[config.mk]
export PLATFORM = sky130hd
export DESIGN_NAME = regfile_banked_flat
export DESIGN_NICKNAME = d
export VERILOG_FILES = /design/src/rtl/regfile_pkg.sv /design/src/rtl/regfile_banked_if.sv /design/src/rtl/rf_dump_fsm.sv /design/src/rtl/regfile_banked.sv /design/src/flat_wrapper.sv
export SDC_FILE = /design/constraint.sdc
export NUM_CORES = 1
export LEC_CHECK = 0
export CORE_MARGIN = 5
export CORE_UTILIZATION = 48
export CTS_CLUSTER_DIAMETER = 100
export DETAILED_ROUTE_END_ITERATION = 7
export PLACE_DENSITY = 0.9
export REMOVE_ABC_BUFFERS = 1
export SLEW_MARGIN = 20
export SYNTH_ARGS = -nofsm -noshare
export SYNTH_HDL_FRONTEND = slang
export SYNTH_SLANG_ARGS = --single-unit
[constraint.sdc]
create_clock -name clk -period 2.18 [get_ports clk]
set_input_delay 0.327 -clock clk [delete_from_list [all_inputs] [get_ports clk]]
set_output_delay 0.327 -clock clk [all_outputs]
set_load 0.05 [all_outputs]
[src/rtl/regfile_pkg.sv]
// Shared types and defaults for the banked register file and its dump engine.
package regfile_pkg;

  localparam int unsigned DEF_DATA_WIDTH = 1;
  localparam int unsigned DEF_INT_REGS   = 8;
  localparam int unsigned DEF_EXT_REGS   = 4;
  localparam int unsigned DEF_BYPASS     = 1;

  typedef enum logic [1:0] {
    IDLE  = 2'd0,
    START = 2'd1,
    SEND  = 2'd2
  } dump_state_e;

  // True when addr falls in the writable internal bank.
  function automatic logic is_int_addr(input int unsigned addr, input int unsigned int_regs);
    return addr < int_regs;
  endfunction

endpackage

[src/rtl/regfile_banked_if.sv]
// Register-file bus: write port, two read ports, external capture, dump stream.
interface regfile_banked_if
  import regfile_pkg::*;
#(
  parameter int unsigned DATA_WIDTH  = DEF_DATA_WIDTH,
  parameter int unsigned INT_REGS_No = DEF_INT_REGS,
  parameter int unsigned EXT_REGS_No = DEF_EXT_REGS
);
  localparam int unsigned ADDR_WIDTH = $clog2(INT_REGS_No + EXT_REGS_No);

  logic                              wr;
  logic [ADDR_WIDTH-1:0]             wr_addr;
  logic [DATA_WIDTH-1:0]             wr_data;
  logic [ADDR_WIDTH-1:0]             rd_addr_a;
  logic [ADDR_WIDTH-1:0]             rd_addr_b;
  logic [DATA_WIDTH-1:0]             rd_data_a;
  logic [DATA_WIDTH-1:0]             rd_data_b;
  logic [EXT_REGS_No*DATA_WIDTH-1:0] ext_in;
  logic                              ext_sample;
  logic [INT_REGS_No*DATA_WIDTH-1:0] int_regs_out;
  logic                              wr_err;
  logic                              dump_req;
  logic                              dump_valid;
  logic                              dump_ready;
  logic [DATA_WIDTH-1:0]             dump_data;
  logic [ADDR_WIDTH-1:0]             dump_idx;
  logic                              dump_last;
  logic                              dump_busy;

  modport master (
    output wr, wr_addr, wr_data, rd_addr_a, rd_addr_b, ext_in, ext_sample,
           dump_req, dump_ready,
    input  rd_data_a, rd_data_b, int_regs_out, wr_err, dump_valid, dump_data,
           dump_idx, dump_last, dump_busy
  );

  modport slave (
    input  wr, wr_addr, wr_data, rd_addr_a, rd_addr_b, ext_in, ext_sample,
           dump_req, dump_ready,
    output rd_data_a, rd_data_b, int_regs_out, wr_err, dump_valid, dump_data,
           dump_idx, dump_last, dump_busy
  );

endinterface

[src/rtl/rf_dump_fsm.sv]
// Dump engine: walks the internal bank index by index over a valid/ready stream.
module rf_dump_fsm
  import regfile_pkg::*;
#(
  parameter int unsigned DATA_WIDTH  = DEF_DATA_WIDTH,
  parameter int unsigned INT_REGS_No = DEF_INT_REGS,
  parameter int unsigned ADDR_WIDTH  = 4
) (
  input  logic                  clk,
  input  logic                  rst,
  input  logic                  dump_req,
  input  logic                  dump_ready,
  input  logic [DATA_WIDTH-1:0] bank_data,
  output logic [ADDR_WIDTH-1:0] bank_idx,
  output logic                  dump_valid,
  output logic [DATA_WIDTH-1:0] dump_data,
  output logic [ADDR_WIDTH-1:0] dump_idx,
  output logic                  dump_last,
  output logic                  dump_busy
);
  localparam logic [ADDR_WIDTH-1:0] LAST_IDX = ADDR_WIDTH'(INT_REGS_No - 1);

  dump_state_e           state_q, state_d;
  logic [ADDR_WIDTH-1:0] idx_q, idx_d;
  logic                  valid_q, valid_d;
  logic                  last_q, last_d;
  logic                  busy_q, busy_d;

  // Next state; flag outputs are decoded from the next state so they land registered.
  always_comb begin
    state_d = state_q;
    idx_d   = idx_q;
    unique case (state_q)
      IDLE:  if (dump_req) state_d = START;
      START: begin
        state_d = SEND;
        idx_d   = '0;
      end
      SEND: begin
        if (dump_ready) begin
          if (idx_q == LAST_IDX) begin
            state_d = IDLE;
            idx_d   = '0;
          end else begin
            idx_d = idx_q + ADDR_WIDTH'(1);
          end
        end
      end
      default: state_d = IDLE;
    endcase
    busy_d  = (state_d != IDLE);
    valid_d = (state_d == SEND);
    last_d  = (state_d == SEND) && (idx_d == LAST_IDX);
  end

  always_ff @(posedge clk or negedge rst) begin
    if (!rst) begin
      state_q <= IDLE;
      idx_q   <= '0;
      valid_q <= 1'b0;
      last_q  <= 1'b0;
      busy_q  <= 1'b0;
    end else begin
      state_q <= state_d;
      idx_q   <= idx_d;
      valid_q <= valid_d;
      last_q  <= last_d;
      busy_q  <= busy_d;
    end
  end

  assign bank_idx   = idx_q;
  assign dump_idx   = idx_q;
  assign dump_data  = bank_data;
  assign dump_valid = valid_q;
  assign dump_last  = last_q;
  assign dump_busy  = busy_q;

endmodule

[src/rtl/regfile_banked.sv]
// Banked register file: internal writable bank, captured external bank, two read ports, dump.
module regfile_banked
  import regfile_pkg::*;
#(
  parameter int unsigned DATA_WIDTH  = DEF_DATA_WIDTH,
  parameter int unsigned INT_REGS_No = DEF_INT_REGS,
  parameter int unsigned EXT_REGS_No = DEF_EXT_REGS,
  parameter int unsigned BYPASS      = DEF_BYPASS
) (
  input logic             clk,
  input logic             rst,
  regfile_banked_if.slave bus
);
  localparam int unsigned ADDR_WIDTH = $clog2(INT_REGS_No + EXT_REGS_No);
  localparam int unsigned INT_BITS   = INT_REGS_No * DATA_WIDTH;
  localparam int unsigned EXT_BITS   = EXT_REGS_No * DATA_WIDTH;
  localparam logic        BYP_EN     = (BYPASS != 0);

  logic [INT_BITS-1:0]   mem_q, mem_d;
  logic [EXT_BITS-1:0]   ext_q, ext_d;
  logic                  wr_err_q, wr_err_d;
  logic                  wr_legal_c;
  logic [ADDR_WIDTH-1:0] dump_idx_c;
  logic [DATA_WIDTH-1:0] dump_rd_c;

  // Flat address map lookup; unmapped addresses read as zero.
  function automatic logic [DATA_WIDTH-1:0] read_reg(
    input logic [ADDR_WIDTH-1:0] addr,
    input logic [INT_BITS-1:0]   mem,
    input logic [EXT_BITS-1:0]   ext
  );
    logic [DATA_WIDTH-1:0] data;
    data = '0;
    for (int unsigned i = 0; i < INT_REGS_No; i++)
      if (addr == ADDR_WIDTH'(i)) data = mem[i*DATA_WIDTH +: DATA_WIDTH];
    for (int unsigned k = 0; k < EXT_REGS_No; k++)
      if (addr == ADDR_WIDTH'(INT_REGS_No + k)) data = ext[k*DATA_WIDTH +: DATA_WIDTH];
    return data;
  endfunction

  assign wr_legal_c = bus.wr && is_int_addr(32'(bus.wr_addr), INT_REGS_No);

  always_comb begin
    mem_d    = mem_q;
    ext_d    = ext_q;
    wr_err_d = bus.wr && !wr_legal_c;
    for (int unsigned i = 0; i < INT_REGS_No; i++)
      if (wr_legal_c && (bus.wr_addr == ADDR_WIDTH'(i)))
        mem_d[i*DATA_WIDTH +: DATA_WIDTH] = bus.wr_data;
    if (bus.ext_sample) ext_d = bus.ext_in;
  end

  always_ff @(posedge clk or negedge rst) begin
    if (!rst) begin
      mem_q    <= '0;
      ext_q    <= '0;
      wr_err_q <= 1'b0;
    end else begin
      mem_q    <= mem_d;
      ext_q    <= ext_d;
      wr_err_q <= wr_err_d;
    end
  end

  // Read ports; the bypass only forwards writes that will actually land.
  assign bus.rd_data_a = (BYP_EN && wr_legal_c && (bus.rd_addr_a == bus.wr_addr))
                         ? bus.wr_data : read_reg(bus.rd_addr_a, mem_q, ext_q);
  assign bus.rd_data_b = (BYP_EN && wr_legal_c && (bus.rd_addr_b == bus.wr_addr))
                         ? bus.wr_data : read_reg(bus.rd_addr_b, mem_q, ext_q);

  assign bus.int_regs_out = mem_q;
  assign bus.wr_err       = wr_err_q;
  assign dump_rd_c        = read_reg(dump_idx_c, mem_q, ext_q);

  rf_dump_fsm #(
    .DATA_WIDTH (DATA_WIDTH),
    .INT_REGS_No(INT_REGS_No),
    .ADDR_WIDTH (ADDR_WIDTH)
  ) u_dump (
    .clk       (clk),
    .rst       (rst),
    .dump_req  (bus.dump_req),
    .dump_ready(bus.dump_ready),
    .bank_data (dump_rd_c),
    .bank_idx  (dump_idx_c),
    .dump_valid(bus.dump_valid),
    .dump_data (bus.dump_data),
    .dump_idx  (bus.dump_idx),
    .dump_last (bus.dump_last),
    .dump_busy (bus.dump_busy)
  );

endmodule

[src/flat_wrapper.sv]
// flat-port wrapper written by rule: the top's interface ports become plain ports
module regfile_banked_flat import regfile_pkg::*;
#(
  parameter int unsigned DATA_WIDTH  = DEF_DATA_WIDTH,
  parameter int unsigned INT_REGS_No = DEF_INT_REGS,
  parameter int unsigned EXT_REGS_No = DEF_EXT_REGS,
  parameter int unsigned BYPASS      = DEF_BYPASS
)
  (clk, rst, bus_wr, bus_wr_addr, bus_wr_data, bus_rd_addr_a, bus_rd_addr_b, bus_ext_in, bus_ext_sample, bus_dump_req, bus_dump_ready, bus_rd_data_a, bus_rd_data_b, bus_int_regs_out, bus_wr_err, bus_dump_valid, bus_dump_data, bus_dump_idx, bus_dump_last, bus_dump_busy);
  regfile_banked_if #(.DATA_WIDTH(DATA_WIDTH), .INT_REGS_No(INT_REGS_No), .EXT_REGS_No(EXT_REGS_No)) bus_i ();
  input logic clk;
  input logic rst;
  input wire logic [$bits(bus_i.wr)-1:0] bus_wr;
  input wire logic [$bits(bus_i.wr_addr)-1:0] bus_wr_addr;
  input wire logic [$bits(bus_i.wr_data)-1:0] bus_wr_data;
  input wire logic [$bits(bus_i.rd_addr_a)-1:0] bus_rd_addr_a;
  input wire logic [$bits(bus_i.rd_addr_b)-1:0] bus_rd_addr_b;
  input wire logic [$bits(bus_i.ext_in)-1:0] bus_ext_in;
  input wire logic [$bits(bus_i.ext_sample)-1:0] bus_ext_sample;
  input wire logic [$bits(bus_i.dump_req)-1:0] bus_dump_req;
  input wire logic [$bits(bus_i.dump_ready)-1:0] bus_dump_ready;
  output wire logic [$bits(bus_i.rd_data_a)-1:0] bus_rd_data_a;
  output wire logic [$bits(bus_i.rd_data_b)-1:0] bus_rd_data_b;
  output wire logic [$bits(bus_i.int_regs_out)-1:0] bus_int_regs_out;
  output wire logic [$bits(bus_i.wr_err)-1:0] bus_wr_err;
  output wire logic [$bits(bus_i.dump_valid)-1:0] bus_dump_valid;
  output wire logic [$bits(bus_i.dump_data)-1:0] bus_dump_data;
  output wire logic [$bits(bus_i.dump_idx)-1:0] bus_dump_idx;
  output wire logic [$bits(bus_i.dump_last)-1:0] bus_dump_last;
  output wire logic [$bits(bus_i.dump_busy)-1:0] bus_dump_busy;
  assign bus_i.wr = bus_wr;
  assign bus_i.wr_addr = bus_wr_addr;
  assign bus_i.wr_data = bus_wr_data;
  assign bus_i.rd_addr_a = bus_rd_addr_a;
  assign bus_i.rd_addr_b = bus_rd_addr_b;
  assign bus_i.ext_in = bus_ext_in;
  assign bus_i.ext_sample = bus_ext_sample;
  assign bus_i.dump_req = bus_dump_req;
  assign bus_i.dump_ready = bus_dump_ready;
  assign bus_rd_data_a = bus_i.rd_data_a;
  assign bus_rd_data_b = bus_i.rd_data_b;
  assign bus_int_regs_out = bus_i.int_regs_out;
  assign bus_wr_err = bus_i.wr_err;
  assign bus_dump_valid = bus_i.dump_valid;
  assign bus_dump_data = bus_i.dump_data;
  assign bus_dump_idx = bus_i.dump_idx;
  assign bus_dump_last = bus_i.dump_last;
  assign bus_dump_busy = bus_i.dump_busy;
  regfile_banked #(.DATA_WIDTH(DATA_WIDTH), .INT_REGS_No(INT_REGS_No), .EXT_REGS_No(EXT_REGS_No), .BYPASS(BYPASS)) u_core (.clk(clk), .rst(rst), .bus(bus_i));
endmodule
Word-level counts from Yosys, hierarchy flattened
Cells that the tools add are included.
{"block": "word_totals", "ff_bits": 22, "in_bits": 23, "output_inout_bits": 19, "wordCells": 128}
{"block": "classes", "addsub": 1, "n_lt_le_gt_ge": 1, "eq_ne": 46, "mux": 45, "reduce_logical": 20}
{"operator": "4-bit by 3-bit equality test with 1-bit output, second input constant", "n": 17}
{"operator": "4-bit equality test, second input constant", "n": 12}
{"operator": "1-bit 2-to-1 mux", "n": 38}
{"operator": "4-bit by 2-bit equality test with 1-bit output, second input constant", "n": 8}
{"operator": "4-bit by 1-bit equality test with 1-bit output, second input constant", "n": 4}
{"operator": "4-bit logical NOT", "n": 4}
{"operator": "1-bit logical AND", "n": 13}
{"operator": "4-bit equality test", "n": 2}
{"operator": "4-bit 2-to-1 mux", "n": 2}
{"operator": "4-bit one-hot mux with 2 select lines", "n": 1}
{"operator": "2-bit 2-to-1 mux", "n": 3}
{"operator": "2-bit one-hot mux with 3 select lines", "n": 1}
{"operator": "4-bit by 1-bit adder with 4-bit output, second input constant", "n": 1}
{"operator": "2-bit equality test, second input constant", "n": 2}
{"operator": "4-bit less-than comparator, second input constant", "n": 1}
{"operator": "2-bit by 1-bit equality test with 1-bit output, second input constant", "n": 1}
{"operator": "2-bit logical NOT", "n": 1}
{"operator": "2-bit nonzero test", "n": 1}
{"operator": "1-bit logical NOT", "n": 1}

Longest topological paths before layout
{"block": "depth", "depth_word": 14, "depth_mapped": 7, "mapped_depth_nobuf": 6}

Cells and area by module
A second synthesis with hierarchy kept.
{"block": "unflattened", "cells_unflattened": 143, "area_unflattened_um2": 1564.0}
{"mod": "regfile_banked", "instances": 1, "cells_per_inst": 80, "area_per_inst_um2": 968.4, "seq_area_each_um2": 325.3}
{"mod": "rf_dump_fsm", "instances": 1, "cells_per_inst": 63, "area_per_inst_um2": 595.6, "seq_area_each_um2": 225.2}

Worst setup path before layout
Ideal clock, no wire load.
{"block": "synth_path", "kind": "reg2out", "startpoint": "register u_core.u_dump.idx_q[1], in the netlist u_core.u_dump.bank_idx[1]", "endpoint": "output bus_dump_data", "arrival_ps": 2525, "required_time_ps": 1853, "path_slack_ps": -672, "stages_incl_launch_ff": 6, "n_path_buf": 0, "path_cell_list": "dfrtp_1 > inv_1 > ha_1 > o21ai_0 > a22oi_1 > o32ai_1"}
{"block": "synth_via", "elab_chain_len": 13, "elab_cells_between_ends": 24}
{"element": "from (decl)", "line_no": "rf_dump_fsm.sv:24", "source": "logic [ADDR_WIDTH-1:0] idx_q, idx_d;"}
{"element": "from (signal assigned)", "line_no": "rf_dump_fsm.sv:65", "source": "idx_q <= idx_d;"}
{"element": "4-bit logical NOT", "line_no": "regfile_banked.sv:35", "source": "if (addr == ADDR_WIDTH'(i)) data = mem[i*DATA_WIDTH +: DATA_WIDTH];"}
{"element": "1-bit 2-to-1 mux (8 in series)", "line_no": "regfile_banked.sv:35"}
{"element": "1-bit 2-to-1 mux (3 in series)", "line_no": "regfile_banked.sv:37", "source": "if (addr == ADDR_WIDTH'(INT_REGS_No + k)) data = ext[k*DATA_WIDTH +: DATA_WIDTH];"}
{"element": "1-bit 2-to-1 mux *", "line_no": "regfile_banked.sv:37"}
{"element": "to (decl)", "line_no": "flat_wrapper.sv:27", "source": "output wire logic [$bits(bus_i.dump_data)-1:0] bus_dump_data;"}
Every way passes the cells marked *; elsewhere a longest branch is shown, timed or not.

Worst setup path after layout
{"block": "layout_path", "startpoint": "register u_core.mem_q[0], in the netlist u_core.bus.int_regs_out[0]", "endpoint": "output bus_rd_data_b"}
{"block": "layout_via", "elab_chain_len": 13}
{"element": "from (decl)", "line_no": "regfile_banked.sv:19", "source": "logic [INT_BITS-1:0] mem_q, mem_d;"}
{"element": "from (signal assigned)", "line_no": "regfile_banked.sv:59", "source": "mem_q <= mem_d;"}
{"element": "1-bit 2-to-1 mux (8 in series)", "line_no": "regfile_banked.sv:35"}
{"element": "1-bit 2-to-1 mux (4 in series)", "line_no": "regfile_banked.sv:37"}
{"element": "1-bit 2-to-1 mux", "line_no": "regfile_banked.sv:69", "source": "? bus.wr_data : read_reg(bus.rd_addr_b, mem_q, ext_q);"}
{"element": "to (decl)", "line_no": "flat_wrapper.sv:23", "source": "output wire logic [$bits(bus_i.rd_data_b)-1:0] bus_rd_data_b;"}
Every way passes these cells.

==> flow_metrics.py <==
metrics = {
    "power": {
        "power-per-cell-area_nw_per_um2": 901.0,
        "irDropWorstVdd_uv": 818.3,
        "p_leak_nw": 0.9634,
    },
    "critical_path": {
        "path_delay_family": "multiplexers",
        "cpPeakStageDelay_ns": 0.47,
        "cp-end-kind": "primary output",
        "critPathArrivalTime_ns": 1.92,
        "crit_required_ns": 1.85,
        "crit_chain": "mux4_2, o22ai_2, o21ai_1, mux2_4, buf_8",
        "worstPathMaxFanout": 4,
        "critical-path-slowest-cell": "mux4_2",
        "worstSetupPathType": "flop to primary output",
        "cp.buffers_inverters": 1,
        "start_kind": "flop",
    },
    "global_route": {
        "use_met1_pct": 25.93,
        "antenna_found_initial": 0,
        "grt_pass1_vias": 1533,
        "grt.met3_usage_pct": 2.698,
        "grt_overflow": 0,
        "grt.busiest_layer": "met2",
        "grt_max_degree": 23,
        "grt_usage_pct": 21.47,
        "grt_pass1_wl_um": 7300,
        "gr-usage-met2_pct": 39.73,
    },
    "detailed_routing": {
        "wl_per_cell_um": 18.94,
        "postRouteAntennaNets": 0,
        "avgViaCountPerCell": 5.833,
        "drc": 0,
        "drtPass1Iterations": 4,
        "drt_wl_total_um": 4773,
        "dr_total_vias": 1470,
        "drtIter0Drc": 95,
    },
    "placed_design": {
        "placed_cell_area_um2": 2092,
        "dp_hpwl_um": 3238,
        "gp_congestion": 0.9453,
        "io_buffers": 41,
    },
    "cts": {
        "worst_skew_pair.late_latency_ns": 0.31,
        "max-clock-path-buffers": 2,
        "cts_tree": "built",
        "clock-root-buffer": "clkbuf_4",
        "cts.sinks": 22,
        "ctsHoldBuffers": 0,
        "numCtsBuffers": 3,
        "htreeDepth": 1,
        "cts.reportedPaths.clkPinSlew_ns": 0.13,
    },
    "timing": {
        "setup_viol": 3,
        "worst_slew_pin_slew_ns": 0.5351,
        "tns_ns": -0.1523,
        "max_freq_mhz": 444.6,
        "finalHoldViolations": 0,
        "fin_ws_ns": -0.06919,
        "min_period_over_period_pct": 103.2,
        "timing.hold.ws_ns": 0.3547,
        "fin_skew_ns": 0.003372,
        "relSlewSlack_pct": 64.22,
        "rsz0062_at_grt": "yes",
        "min_period_ns": 2.249,
        "drv_slew": 0,
    },
    "floorplanning": {
        "initial_core_util_pct": 50.41,
        "die_w_um": 66.86,
        "core_um2": 3078,
        "die_area_um2": 4470,
        "rows": 20,
        "io_pins": 42,
        "fp.dieH_um": 66.86,
    },
    "cells_and_area": {
        "postLayoutCellArea_um2": 2263,
        "mostFrequentLayoutCell": "clkdlybuf4s50_1",
        "syn_to_final_growth_pct": 45.89,
        "drive_above_1_share_pct": 31.25,
        "layout_common_cells": "31 x clkdlybuf4s50_1, 20 x buf_4, 20 x dfrtp_1",
        "insertedDiodeCount": 0,
        "layout.nets": 240,
    },
    "flow_run": {
        "cap_violations": 0,
    },
    "synth": {
        "ys_async_sr_fraction_pct": 100.0,
        "synth.cell_area_um2": 1551,
        "synth_edf_count": 0,
        "ys_seq_area_share_pct": 35.48,
        "synth_top_cell_area_share_pct": 35.48,
        "synthCells": 149,
        "synth_area_per_cell_um2": 10.41,
        "yosysWarnings": 0,
        "synthTopCellsByArea": "dfrtp_1 35%, mux2_2 11%, ha_1 6.5%",
        "synth-seq-cells": 22,
        "synth_top_cell_by_area": "dfrtp_1",
        "yosysUniqueCellTypes": 42,
        "synthFlopType": "dfrtp_1",
    },
    "status": {
        "outcome": "finished with violations",
        "violations": "setup timing",
    },
    "min_path": {
        "min_path_type": "input port to async pin",
    },
}
## stage by stage
step / setup slack [ns] / cells / utilization [%] / total power [W]
final: -0.06919 / 252 / 73.54 / 0.002039
after CTS: -0.03788 / 252 / 71.99 / 0.002001
after global placement: -0.1512 / 241 / 67.97 / 0.001570
after detailed placement: -0.1804 / 241 / 67.97 / 0.001614
after global routing: -0.1570 / 252 / 73.54 / 0.002141
after floorplan: -0.6785 / 143 / - / 0.001223
## registers in the layout, summed over array words and instances (netlist names)
name	cells
u_core.u_dump.dump_busy	1
u_core.bus.wr_err	1
u_core.u_dump.dump_last	1
u_core.u_dump.state_q	2
u_core.u_dump.dump_valid	1
u_core.bus.int_regs_out	8
u_core.ext_q	4
u_core.u_dump.bank_idx	4
## cell usage after synthesis (2+ instances only)
cell / instances
xnor2_1: 4
nand4b_1: 3
buf_2: 4
nand3_1: 6
mux4_2: 2
ha_1: 8
nor4b_1: 2
mux2_2: 15
nand2b_1: 4
inv_1: 10
o22ai_1: 2
o21ai_1: 2
nand2_1: 10
nand4_1: 2
o21ai_0: 4
a22oi_1: 2
and2_1: 2
xor2_1: 2
dfrtp_1: 22
o211ai_1: 2
nor2_1: 2
a31o_2: 2
a21oi_1: 5
mux2i_1: 4
nor3b_1: 3
mux4_1: 2
o221ai_1: 2
nand3b_1: 7
## layout make-up
type / instances / area, um2
Inverter: 10 / 37.54
Sequential cell: 22 / 553.0
Timing Repair Buffer: 61 / 580.6
Fill cell: 227 / 814.5
Clock inverter: 1 / 30.03
Tap cell: 44 / 55.05
Multi-Input combinational cell: 111 / 984.7
Clock buffer: 3 / 22.52
## layer usage
layer / share of wire (%) / up-vias
li1: - / 672
met1: 40 / 720
met2: 51 / 62
met3: 5.3 / 16
met4: 3.6 / 0
met5: 0 / -
## repair_timing
item | in CTS | in global routing
buffers inserted | 7 | 0
setup endpoints to repair | 3 | 4
gates resized for setup | 17 | 14
pin swaps | 1 | 3
## path summary, 6_finish.rpt
kind	depth (start not counted)	to	start	slack (ns)
min reg2reg	1	u_core.bus.int_regs_out[5]$_DFFE_PN0P_	u_core.bus.int_regs_out[5]$_DFFE_PN0P_	0.63
min	2	u_core.ext_q[3]$_DFFE_PN0P_	rst	0.35
min in group clk	3	u_core.ext_q[2]$_DFFE_PN0P_	bus_ext_in[2]	0.60
max reg2reg	7	u_core.u_dump.dump_last$_DFF_PN0_	u_core.u_dump.bank_idx[1]$_DFF_PN0_	0.33
max in group asynchronous	2	u_core.bus.int_regs_out[0]$_DFFE_PN0P_	rst	1.57
max	5	bus_rd_data_b	u_core.bus.int_regs_out[0]$_DFFE_PN0P_	-0.07
## power by group
| group | internal [W] | switching [W] |
|---|---|---|
| sequential | 0.000492 | 0.0000879 |
| combinational | 0.000501 | 0.000639 |
| clock | 0.000186 | 0.000133 |
| total | 0.00118 | 0.000861 |
## logic make-up after synthesis
logic type	share of synthesized area [%]
compound gates	11.94
mux	19.76
xor+xnor	3.387
simple gates	18.79
flops	35.48
buf+inv	4.193
fa+ha+maj	6.452
Note: power is estimated with default switching activity, not from simulation.
